<file path="src/rtl/fpsum_pkg.sv">
// Shared definitions for the FP11 lane datapath (vec_pack16 feeder and sum16).
package fpsum_pkg;
  localparam int ELEM_W = 11;
  localparam int N_ELEM = 16;
  localparam int VEC_W  = ELEM_W * N_ELEM;
  localparam int CNT_W  = $clog2(N_ELEM);
  localparam int NV_W   = $clog2(N_ELEM) + 1;

  typedef logic [ELEM_W-1:0]             elem_t;
  typedef logic [VEC_W-1:0]              vec_t;
  typedef logic [N_ELEM-1:0][ELEM_W-1:0] lanes_t;

  // FP11 +0: padding lanes contribute nothing to a sum
  localparam elem_t ELEM_ZERO = '0;

  typedef enum logic {ST_EMPTY, ST_FILLING} fill_st_t;
endpackage

</file>
<file path="src/rtl/vec_pack16_if.sv">
// Element stream in, assembled A/B vector strobe out.
interface vec_pack16_if;
  import fpsum_pkg::*;

  logic            pushin;
  elem_t           a_in;
  elem_t           b_in;
  logic            last_in;
  logic            pushout;
  vec_t            A;
  vec_t            B;
  logic [NV_W-1:0] nvalid;

  modport master (output pushin, a_in, b_in, last_in,
                  input  pushout, A, B, nvalid);
  modport slave  (input  pushin, a_in, b_in, last_in,
                  output pushout, A, B, nvalid);
endinterface

</file>
<file path="src/rtl/vec_pack16.sv">
// Packs a serial (a,b) element stream into 16-lane A/B vectors, zero-padding
// short vectors on last_in; the next vector fills with no dead cycle.
module vec_pack16
  import fpsum_pkg::*;
(
  input  logic         clk,
  input  logic         reset,
  vec_pack16_if.slave  io
);

  logic [CNT_W-1:0] cnt, cnt_nxt;
  lanes_t           asm_a, asm_b, wr_a, wr_b;
  logic [N_ELEM-1:0] lane_en;
  fill_st_t         st;
  logic             done;
  logic [NV_W-1:0]  nv_nxt;

  logic             pushout_q;
  lanes_t           a_q, b_q;
  logic [NV_W-1:0]  nvalid_q;

  // wr_* is the assembly with the current element merged in, so a completing
  // push hands the output registers its own element in the same edge
  for (genvar i = 0; i < N_ELEM; i++) begin : g_lane
    assign lane_en[i] = io.pushin && (cnt == CNT_W'(i));
    assign wr_a[i]    = lane_en[i] ? io.a_in : asm_a[i];
    assign wr_b[i]    = lane_en[i] ? io.b_in : asm_b[i];
  end

  always_comb begin
    st      = (cnt == '0) ? ST_EMPTY : ST_FILLING;
    done    = 1'b0;
    cnt_nxt = cnt;
    nv_nxt  = NV_W'(cnt) + NV_W'(1);
    if (io.pushin) begin
      if (io.last_in || cnt == CNT_W'(N_ELEM - 1)) done = 1'b1;
      else                                         cnt_nxt = cnt + CNT_W'(1);
    end else if (io.last_in && st == ST_FILLING) begin
      done   = 1'b1;
      nv_nxt = NV_W'(cnt);
    end
    if (done) cnt_nxt = '0;
  end

  // Unwritten lanes are already zero because the assembly clears on completion
  always_ff @(posedge clk) begin
    if (!reset) begin
      cnt       <= '0;
      asm_a     <= '0;
      asm_b     <= '0;
      pushout_q <= 1'b0;
      a_q       <= '0;
      b_q       <= '0;
      nvalid_q  <= '0;
    end else begin
      cnt       <= cnt_nxt;
      pushout_q <= done;
      if (done) begin
        a_q      <= wr_a;
        b_q      <= wr_b;
        nvalid_q <= nv_nxt;
        asm_a    <= '0;
        asm_b    <= '0;
      end else begin
        asm_a    <= wr_a;
        asm_b    <= wr_b;
      end
    end
  end

  assign io.pushout = pushout_q;
  assign io.A       = a_q;
  assign io.B       = b_q;
  assign io.nvalid  = nvalid_q;

endmodule

</file>
<file path="src/flat_wrapper.sv">
// flat-port wrapper written by rule: the top's interface ports become plain ports
module vec_pack16_flat import fpsum_pkg::*;
  (clk, reset, io_pushin, io_a_in, io_b_in, io_last_in, io_pushout, io_A, io_B, io_nvalid);
  vec_pack16_if io_i ();
  input  logic clk;
  input  logic reset;
  input wire logic [$bits(io_i.pushin)-1:0] io_pushin;
  input wire logic [$bits(io_i.a_in)-1:0] io_a_in;
  input wire logic [$bits(io_i.b_in)-1:0] io_b_in;
  input wire logic [$bits(io_i.last_in)-1:0] io_last_in;
  output wire logic [$bits(io_i.pushout)-1:0] io_pushout;
  output wire logic [$bits(io_i.A)-1:0] io_A;
  output wire logic [$bits(io_i.B)-1:0] io_B;
  output wire logic [$bits(io_i.nvalid)-1:0] io_nvalid;
  assign io_i.pushin = io_pushin;
  assign io_i.a_in = io_a_in;
  assign io_i.b_in = io_b_in;
  assign io_i.last_in = io_last_in;
  assign io_pushout = io_i.pushout;
  assign io_A = io_i.A;
  assign io_B = io_i.B;
  assign io_nvalid = io_i.nvalid;
  vec_pack16 u_core (.clk(clk), .reset(reset), .io(io_i));
endmodule
</file>
<file path="config.mk">
export PLATFORM = sky130hd
export DESIGN_NAME = vec_pack16_flat
export DESIGN_NICKNAME = d
export VERILOG_FILES = /design/src/rtl/fpsum_pkg.sv /design/src/rtl/vec_pack16_if.sv /design/src/rtl/vec_pack16.sv /design/src/flat_wrapper.sv
export SDC_FILE = /design/constraint.sdc
export NUM_CORES = 1
export LEC_CHECK = 0
export ABC_CLOCK_PERIOD_IN_PS = 4900
export CORE_UTILIZATION = 50
export DETAILED_ROUTE_END_ITERATION = 10
export DONT_BUFFER_PORTS = 1
export SETUP_SLACK_MARGIN = 0.2
export SLEW_MARGIN = 40
export SYNTH_ARGS = -nofsm -noshare
export SYNTH_HDL_FRONTEND = slang
export SYNTH_SLANG_ARGS = --single-unit
</file>
<file path="constraint.sdc">
create_clock -name clk -period 4.9 [get_ports clk]
set_input_delay 1.225 -clock clk [delete_from_list [all_inputs] [get_ports clk]]
set_output_delay 1.225 -clock clk [all_outputs]
set_load 0.03 [all_outputs]
</file>
==> metrics.csv, run 1 <==
stage,metric,value,unit
clock_network,clock_path_buffers,3,
placed_design,place.detailed.hpwl,38.2,mm
sta,finalSetupViolCount,0,
placed_design,place.detailed.instances,2870,
floorplanning,die_area,52200,um^2
worst_setup_path,element_type_at_the_critical_path_start,register,
clock_network,clock_tree_from_tritoncts,built,
sta,finalSetupTns,0,ns
clock_network,worst_setup_hold_path_clk_slew,0.06,ns
cells_and_area,post_route_core_utilization,55.7,%
logic_synthesis,number_of_flops_mapped_to_enable_cells_by_yosys,0,
floorplanning,fp-row-count,82,
run,maxCapViolCount,0,
clock_network,cts_hold_repair.buffers,0,
power,power_density,453,nW/um^2
clock_network,clock_sinks,714,
logic_synthesis,synthArstFlopShare,0,%
logic_synthesis,avg_inst_size_synth,10.7,um^2
logic_synthesis,synthesis.nets,2437,
sta,finalWorstPathRequiredPeriod,3.14,ns
floorplanning,die_w,228,um
drt,dr_total_vias,16620,
clock_network,clock_tree.root_cell,sky130_fd_sc_hd__clkbuf_16,
drt,drt_first_pass_iters,5,
sta,finalHoldWorstSlack,0.486,ns
floorplanning,fp.coreArea,50400,um^2
logic_synthesis,postSynthRegisterBits,714,
worst_setup_path,cp_cell_sequence,nand4_4 > o211a_1 > nand2_4 > buf_4 > nor2_1,
drt,detail-route-antenna-nets,0,
worst_setup_path,cp.required,5.36,ns
min_path,hold_class,register to register,
grt,grt_pass1_vias,15726,
worst_setup_path,ff2ff_setup_slack,1.76,ns
sta,fin_crit_sh,64.2,%
cells_and_area,post_layout_nonfiller_instances,2998,
grt,grt_start_max_net_pins,361,
placed_design,place.port_buffers,0,
cells_and_area,layout.nets,2304,
clock_network,insertion_delay,0.60,ns
placed_design,globalplace.congestion,0.752,
drt,routed_wirelength,63.9,mm
logic_synthesis,yosysSeqAreaShare,55.7,%
drt,dr_wl_cell,21.3,um
grt,antenna_found_initial,0,
logic_synthesis,post_synthesis_instance_area,25600,um^2
worst_setup_path,crit_path_max_incr_delay,0.70,ns
cells_and_area,final_layout_size_suffix_gt1_share,6.06,%
sta,hold_violations,0,
power,cellLeakagePower,16.0,nW
clock_network,post_cts.repair.setup_buffers,0,
drt,dr_vias_cell,5.54,
clock_network,cts_made_buffers,73,
worst_setup_path,setup.worst_path.end_class,register,
clock_network,cts.htree.levels,3,
sta,slew_viol_final,0,
sta,tightestPinTransition,0.912,ns
logic_synthesis,synthesis.yosys.warnings,0,
clock_network,post_cts.resized_instances,0,
sta,clock.fmax,0.318,GHz
logic_synthesis,dominantRegCellSynth,sky130_fd_sc_hd__dfxtp_1,
logic_synthesis,post_synth_inst_count,2406,
sta,final_clock_skew,0.0151,ns
logic_synthesis,synth_cell_types,36,
worst_setup_path,slowest_stage,sky130_fd_sc_hd__dfxtp_2,
drt,remaining_drc_errors,0,
cells_and_area,area_delta_synth_final,9.50,%
sta,worst_relative_slew_slack,39.2,%
floorplanning,dieHeight,228,um
drt,drtIter0Drc,918,
sta,rsz_0062_raised_after_global_routing,no,
grt,grt.overflow.total,0,
floorplanning,design.portCount,384,
worst_setup_path,worstSetupPathType,register to register,
cells_and_area,num_antenna_cells,0,
worst_setup_path,critPathArrivalTime,3.60,ns
power,totalPowerFinal,12.7,mW
run_status,outcome,finished clean,
grt,grt_pass1_wl,97.0,mm
power,vdd_ir_drop_max,0.285,mV
floorplanning,initial_utilization,50.9,%
worst_setup_path,worstPathMaxFanout,53,
grt,gr-usage-all-layers,23.9,%
==> layer usage <==
| metal | vias to the layer above | wire, um | global-route usage [%] | share of wire [%] |
|---|---|---|---|---|
| met2 | 391 | 29500 | 38.6 | 46 |
| met1 | 8133 | 27400 | 29.3 | 43 |
| met4 | 0 | 1880 | 9.10 | 2.9 |
| li1 | 7990 | - | - | - |
| met3 | 106 | 5180 | 8.40 | 8.1 |
| met5 | - | 0 | 0 | 0 |
==> power breakdown <==
group          internal, mW  leakage, nW  switching (mW)
logic                 0.233         8.95           0.318
registers              6.03         5.82           0.602
clock network          3.33         1.19            2.22
==> cells in the final DEF, fill, tap and decap left out, types with 2 or more instances in the layout <==
cell                          n
sky130_fd_sc_hd__dfxtp_1    712
sky130_fd_sc_hd__nand2_1    356
sky130_fd_sc_hd__nor2_1     355
sky130_fd_sc_hd__mux2i_1    353
sky130_fd_sc_hd__o211a_1    353
sky130_fd_sc_hd__clkbuf_16   77
sky130_fd_sc_hd__clkbuf_1    19
sky130_fd_sc_hd__clkbuf_8    16
sky130_fd_sc_hd__clkinv_2     9
sky130_fd_sc_hd__buf_12       7
sky130_fd_sc_hd__buf_4        6
sky130_fd_sc_hd__ha_1         5
sky130_fd_sc_hd__nand4_4      4
sky130_fd_sc_hd__nand4b_4     4
sky130_fd_sc_hd__o21ai_0      4
sky130_fd_sc_hd__bufinv_16    4
sky130_fd_sc_hd__inv_1        3
sky130_fd_sc_hd__and4bb_4     3
sky130_fd_sc_hd__xor2_1       3
sky130_fd_sc_hd__nand3_1      3
sky130_fd_sc_hd__inv_6        3
sky130_fd_sc_hd__nor2b_1      2
sky130_fd_sc_hd__nand4b_1     2
sky130_fd_sc_hd__nand4b_2     2
sky130_fd_sc_hd__nor3b_1      2
sky130_fd_sc_hd__or3_1        2
sky130_fd_sc_hd__dfxtp_2      2
==> worst max-delay path: cells and delay by family (launching register included) <==
family	cells	cell delay, ns
compound gates	1	0.38
flops	1	0.70
simple gates	3	1.25
buf+inv	1	0.60
==> kinds of logic (layout without fill, tap and decap cells) <==
group	after synthesis	count (layout)	synth area share [%]
adder cells (fa/ha/maj)	5	5	0.244
buffers and inverters	225	145	4.26
flip-flops	714	714	55.7
multiplexers	353	353	13.8
AND/OR/NAND/NOR	741	741	11.8
AO/OA/AOI/OAI	364	364	14.1
XOR/XNOR	4	4	0.137
==> worst paths after layout <==
check,start,cells after the start,end
worst max register to register,u_core.cnt[2]$_SDFFE_PP0P_,5,u_core.asm_a[49]$_SDFF_PP0_
worst min-delay path,u_core.asm_b[149]$_SDFF_PP0_,2,u_core.asm_b[149]$_SDFF_PP0_
worst min register to register,u_core.asm_b[149]$_SDFF_PP0_,2,u_core.asm_b[149]$_SDFF_PP0_
worst max-delay path,u_core.cnt[2]$_SDFFE_PP0P_,5,u_core.asm_a[49]$_SDFF_PP0_
==> cells in the mapped netlist (3+ instances only) <==
cell type                  number  area share, %
sky130_fd_sc_hd__nand4_4        3           0.25
sky130_fd_sc_hd__clkbuf_1      66           0.97
sky130_fd_sc_hd__nand2_1      357            5.2
sky130_fd_sc_hd__mux2i_1      353             14
sky130_fd_sc_hd__inv_1          3          0.044
sky130_fd_sc_hd__dfxtp_1      714             56
sky130_fd_sc_hd__nand4b_4       4           0.37
sky130_fd_sc_hd__nand3_1        3          0.059
sky130_fd_sc_hd__buf_2        139            2.7
sky130_fd_sc_hd__buf_6          3           0.13
sky130_fd_sc_hd__nor2_1       355            5.2
sky130_fd_sc_hd__o21ai_0        4          0.078
sky130_fd_sc_hd__o211a_1      353             14
sky130_fd_sc_hd__ha_1           5           0.24
sky130_fd_sc_hd__buf_4         14           0.41
sky130_fd_sc_hd__xor2_1         3           0.10
sky130_fd_sc_hd__and4bb_1       3           0.15
==> stage by stage <==
| stage | instance area (um^2) | setup WS [ns] |
|---|---|---|
| floorplan | 25600 | 2.46 |
| global placement | 25600 | 1.35 |
| detailed placement | 25700 | 1.32 |
| CTS | 28100 | 1.70 |
| global route | 28100 | 1.51 |
| finish | 28100 | 1.76 |
==> registers in the layout, summed over array words and instances, names as in the netlist <==
signal	cells
u_core.asm_a	176
u_core.asm_b	176
u_core.cnt	4
u_core.io.A	176
u_core.io.B	176
u_core.io.nvalid	5
u_core.io.pushout	1
==> area by class of cell <==
| class | count | area, um^2 |
|---|---|---|
| multi-input combinational | 1467 | 10300 |
| clock buffer | 112 | 2220 |
| tap | 672 | 841 |
| inverter | 3 | 11.3 |
| fill | 4516 | 22300 |
| sequential | 714 | 14300 |
| clock inverter | 16 | 191 |
| timing repair buffer | 14 | 213 |
(Power assumes the default switching activity.)
==> inputs of run 2 (changes only) <==
- ABC_CLOCK_PERIOD_IN_PS: 4900 -> 2700
- PLACE_DENSITY: not set -> 0.68
- clock period: 4.9 -> 2.7 ns (I/O delays scaled with it)
==> metrics.csv, run 2 (same netlist as run 1, synthesis figures left out) <==
stage,metric,value,unit
worst_setup_path,critPathArrivalTime,2.88,ns
grt,gr-usage-all-layers,24.1,%
worst_setup_path,setup.worst_path.end_class,register,
sta,final_clock_skew,0.0134,ns
worst_setup_path,element_type_at_the_critical_path_start,register,
worst_setup_path,crit_path_max_incr_delay,0.44,ns
sta,clock.fmax,0.419,GHz
clock_network,cts.htree.levels,3,
worst_setup_path,slowest_stage,sky130_fd_sc_hd__dfxtp_1,
run,maxCapViolCount,0,
sta,fin_crit_sh,88.3,%
cells_and_area,mostFrequentLayoutCell,sky130_fd_sc_hd__dfxtp_1,
placed_design,place.port_buffers,0,
placed_design,place.detailed.instances,2896,
drt,dr_total_vias,16989,
floorplanning,die_w,228,um
clock_network,cts_made_buffers,73,
placed_design,place.detailed.hpwl,40.1,mm
grt,antenna_found_initial,0,
placed_design,globalplace.congestion,0.787,
grt,grt.overflow.total,0,
floorplanning,fp-row-count,82,
drt,routed_wirelength,64.7,mm
clock_network,clock_sinks,714,
floorplanning,design.portCount,384,
clock_network,cts_hold_repair.buffers,0,
sta,hold_violations,0,
worst_setup_path,timing.critical_path.mode_cell,sky130_fd_sc_hd__buf_12,
grt,grt_start_max_net_pins,361,
cells_and_area,layout.nets,2331,
floorplanning,initial_utilization,50.9,%
sta,rsz_0062_raised_after_global_routing,no,
cells_and_area,area_delta_synth_final,11.2,%
worst_setup_path,cp_cell_sequence,inv_1 > ha_1 > nor2b_1 > o211ai_4 > buf_12 > buf_12 > nand2_1 > o211a_1,
grt,grt_pass1_wl,98.4,mm
power,power_density,822,nW/um^2
cells_and_area,final_layout_size_suffix_gt1_share,7.32,%
grt,grt_pass1_vias,16536,
clock_network,clock_path_buffers,3,
sta,finalSetupTns,0,ns
power,vdd_ir_drop_max,0.487,mV
worst_setup_path,worstPathMaxFanout,75,
drt,drtIter0Drc,1216,
placed_design,dpl_worst_slack,0.299,ns
drt,dr_vias_cell,5.62,
sta,finalSetupViolCount,0,
sta,tightestPinTransition,0.714,ns
drt,detail-route-antenna-nets,0,
clock_network,clock_tree_from_tritoncts,built,
power,cellLeakagePower,16.2,nW
cells_and_area,num_antenna_cells,0,
sta,worst_relative_slew_slack,52.3,%
clock_network,post_cts.repair.setup_buffers,0,
min_path,hold_class,input port to register,
clock_network,worst_setup_hold_path_clk_slew,0.06,ns
floorplanning,dieHeight,228,um
cells_and_area,post_layout_nonfiller_instances,3023,
clock_network,clock_tree.root_cell,sky130_fd_sc_hd__clkbuf_16,
worst_setup_path,cp.required,3.20,ns
clock_network,post_cts.resized_instances,0,
floorplanning,fp.coreArea,50400,um^2
drt,drt_first_pass_iters,8,
sta,layout_setup_ws,0.315,ns
sta,finalWorstPathRequiredPeriod,2.38,ns
drt,dr_wl_cell,21.4,um
cells_and_area,most-common-layout-cells,"sky130_fd_sc_hd__dfxtp_1, sky130_fd_sc_hd__nand2_1, sky130_fd_sc_hd__nor2_1",
drt,remaining_drc_errors,0,
worst_setup_path,worstSetupPathType,register to register,
run_status,outcome,finished clean,
power,totalPowerFinal,23.4,mW
sta,slew_viol_final,0,
clock_network,insertion_delay,0.61,ns
floorplanning,die_area,52200,um^2
cells_and_area,post_route_core_utilization,56.6,%
-- run 2: stage by stage --
| stage | area (um^2) | hold WS, ns |
|---|---|---|
| after floorplan | 25600 | 0.456 |
| after global placement | 26000 | 0.470 |
| after detailed placement | 26000 | 0.476 |
| after CTS | 28500 | 0.126 |
| after global routing | 28500 | 0.131 |
| final | 28500 | 0.151 |
-- run 2: area by class of cell --
type	count	area [um^2]
multi-input combinational	1467	10300
tap	672	841
sequential	714	14300
clock buffer	104	2200
fill	4318	21900
inverter	3	11.3
clock inverter	22	278
timing repair buffer	41	596
-- run 2: path summary, 6_finish.rpt --
check,from,endpoint,slack [ns],cells after the start
worst max-delay path,u_core.cnt[0]$_SDFFE_PP0P_,u_core.io.A[137]$_SDFFE_PN0P_,0.32,8
worst min-delay path,io_last_in,u_core.cnt[2]$_SDFFE_PP0P_,0.15,1
worst max register to register,u_core.cnt[0]$_SDFFE_PP0P_,u_core.io.A[137]$_SDFFE_PN0P_,0.32,8
worst min register to register,u_core.asm_b[32]$_SDFF_PP0_,u_core.asm_b[32]$_SDFF_PP0_,0.48,2
-- run 2: per-layer routing --
layer	GRT usage (%)	up-vias	share of wire [%]
met5	0	-	0
met4	8.66	0	2.6
met3	8.02	116	8.4
met2	39.0	476	46
met1	30.0	8352	43
li1	-	8045	-
-- run 2: power by group --
group | total (mW) | leakage (nW) | switching, mW | internal (mW)
Combinational | 1.09 | 9.14 | 0.622 | 0.468
Sequential | 12.0 | 5.82 | 1.08 | 10.9
Clock | 10.3 | 1.21 | 4.08 | 6.24
Total | 23.4 | 16.2 | 5.78 | 17.6
-- run 2: critical path, delay by kind of cell (launching register included) --
family                     cells  cell delay, ns
AOI/OAI and AO/OA              2            0.39
DFF                            1            0.44
buffers and inverters          3            0.76
adders and majority gates      1            0.30
and+or+nand+nor                2            0.34
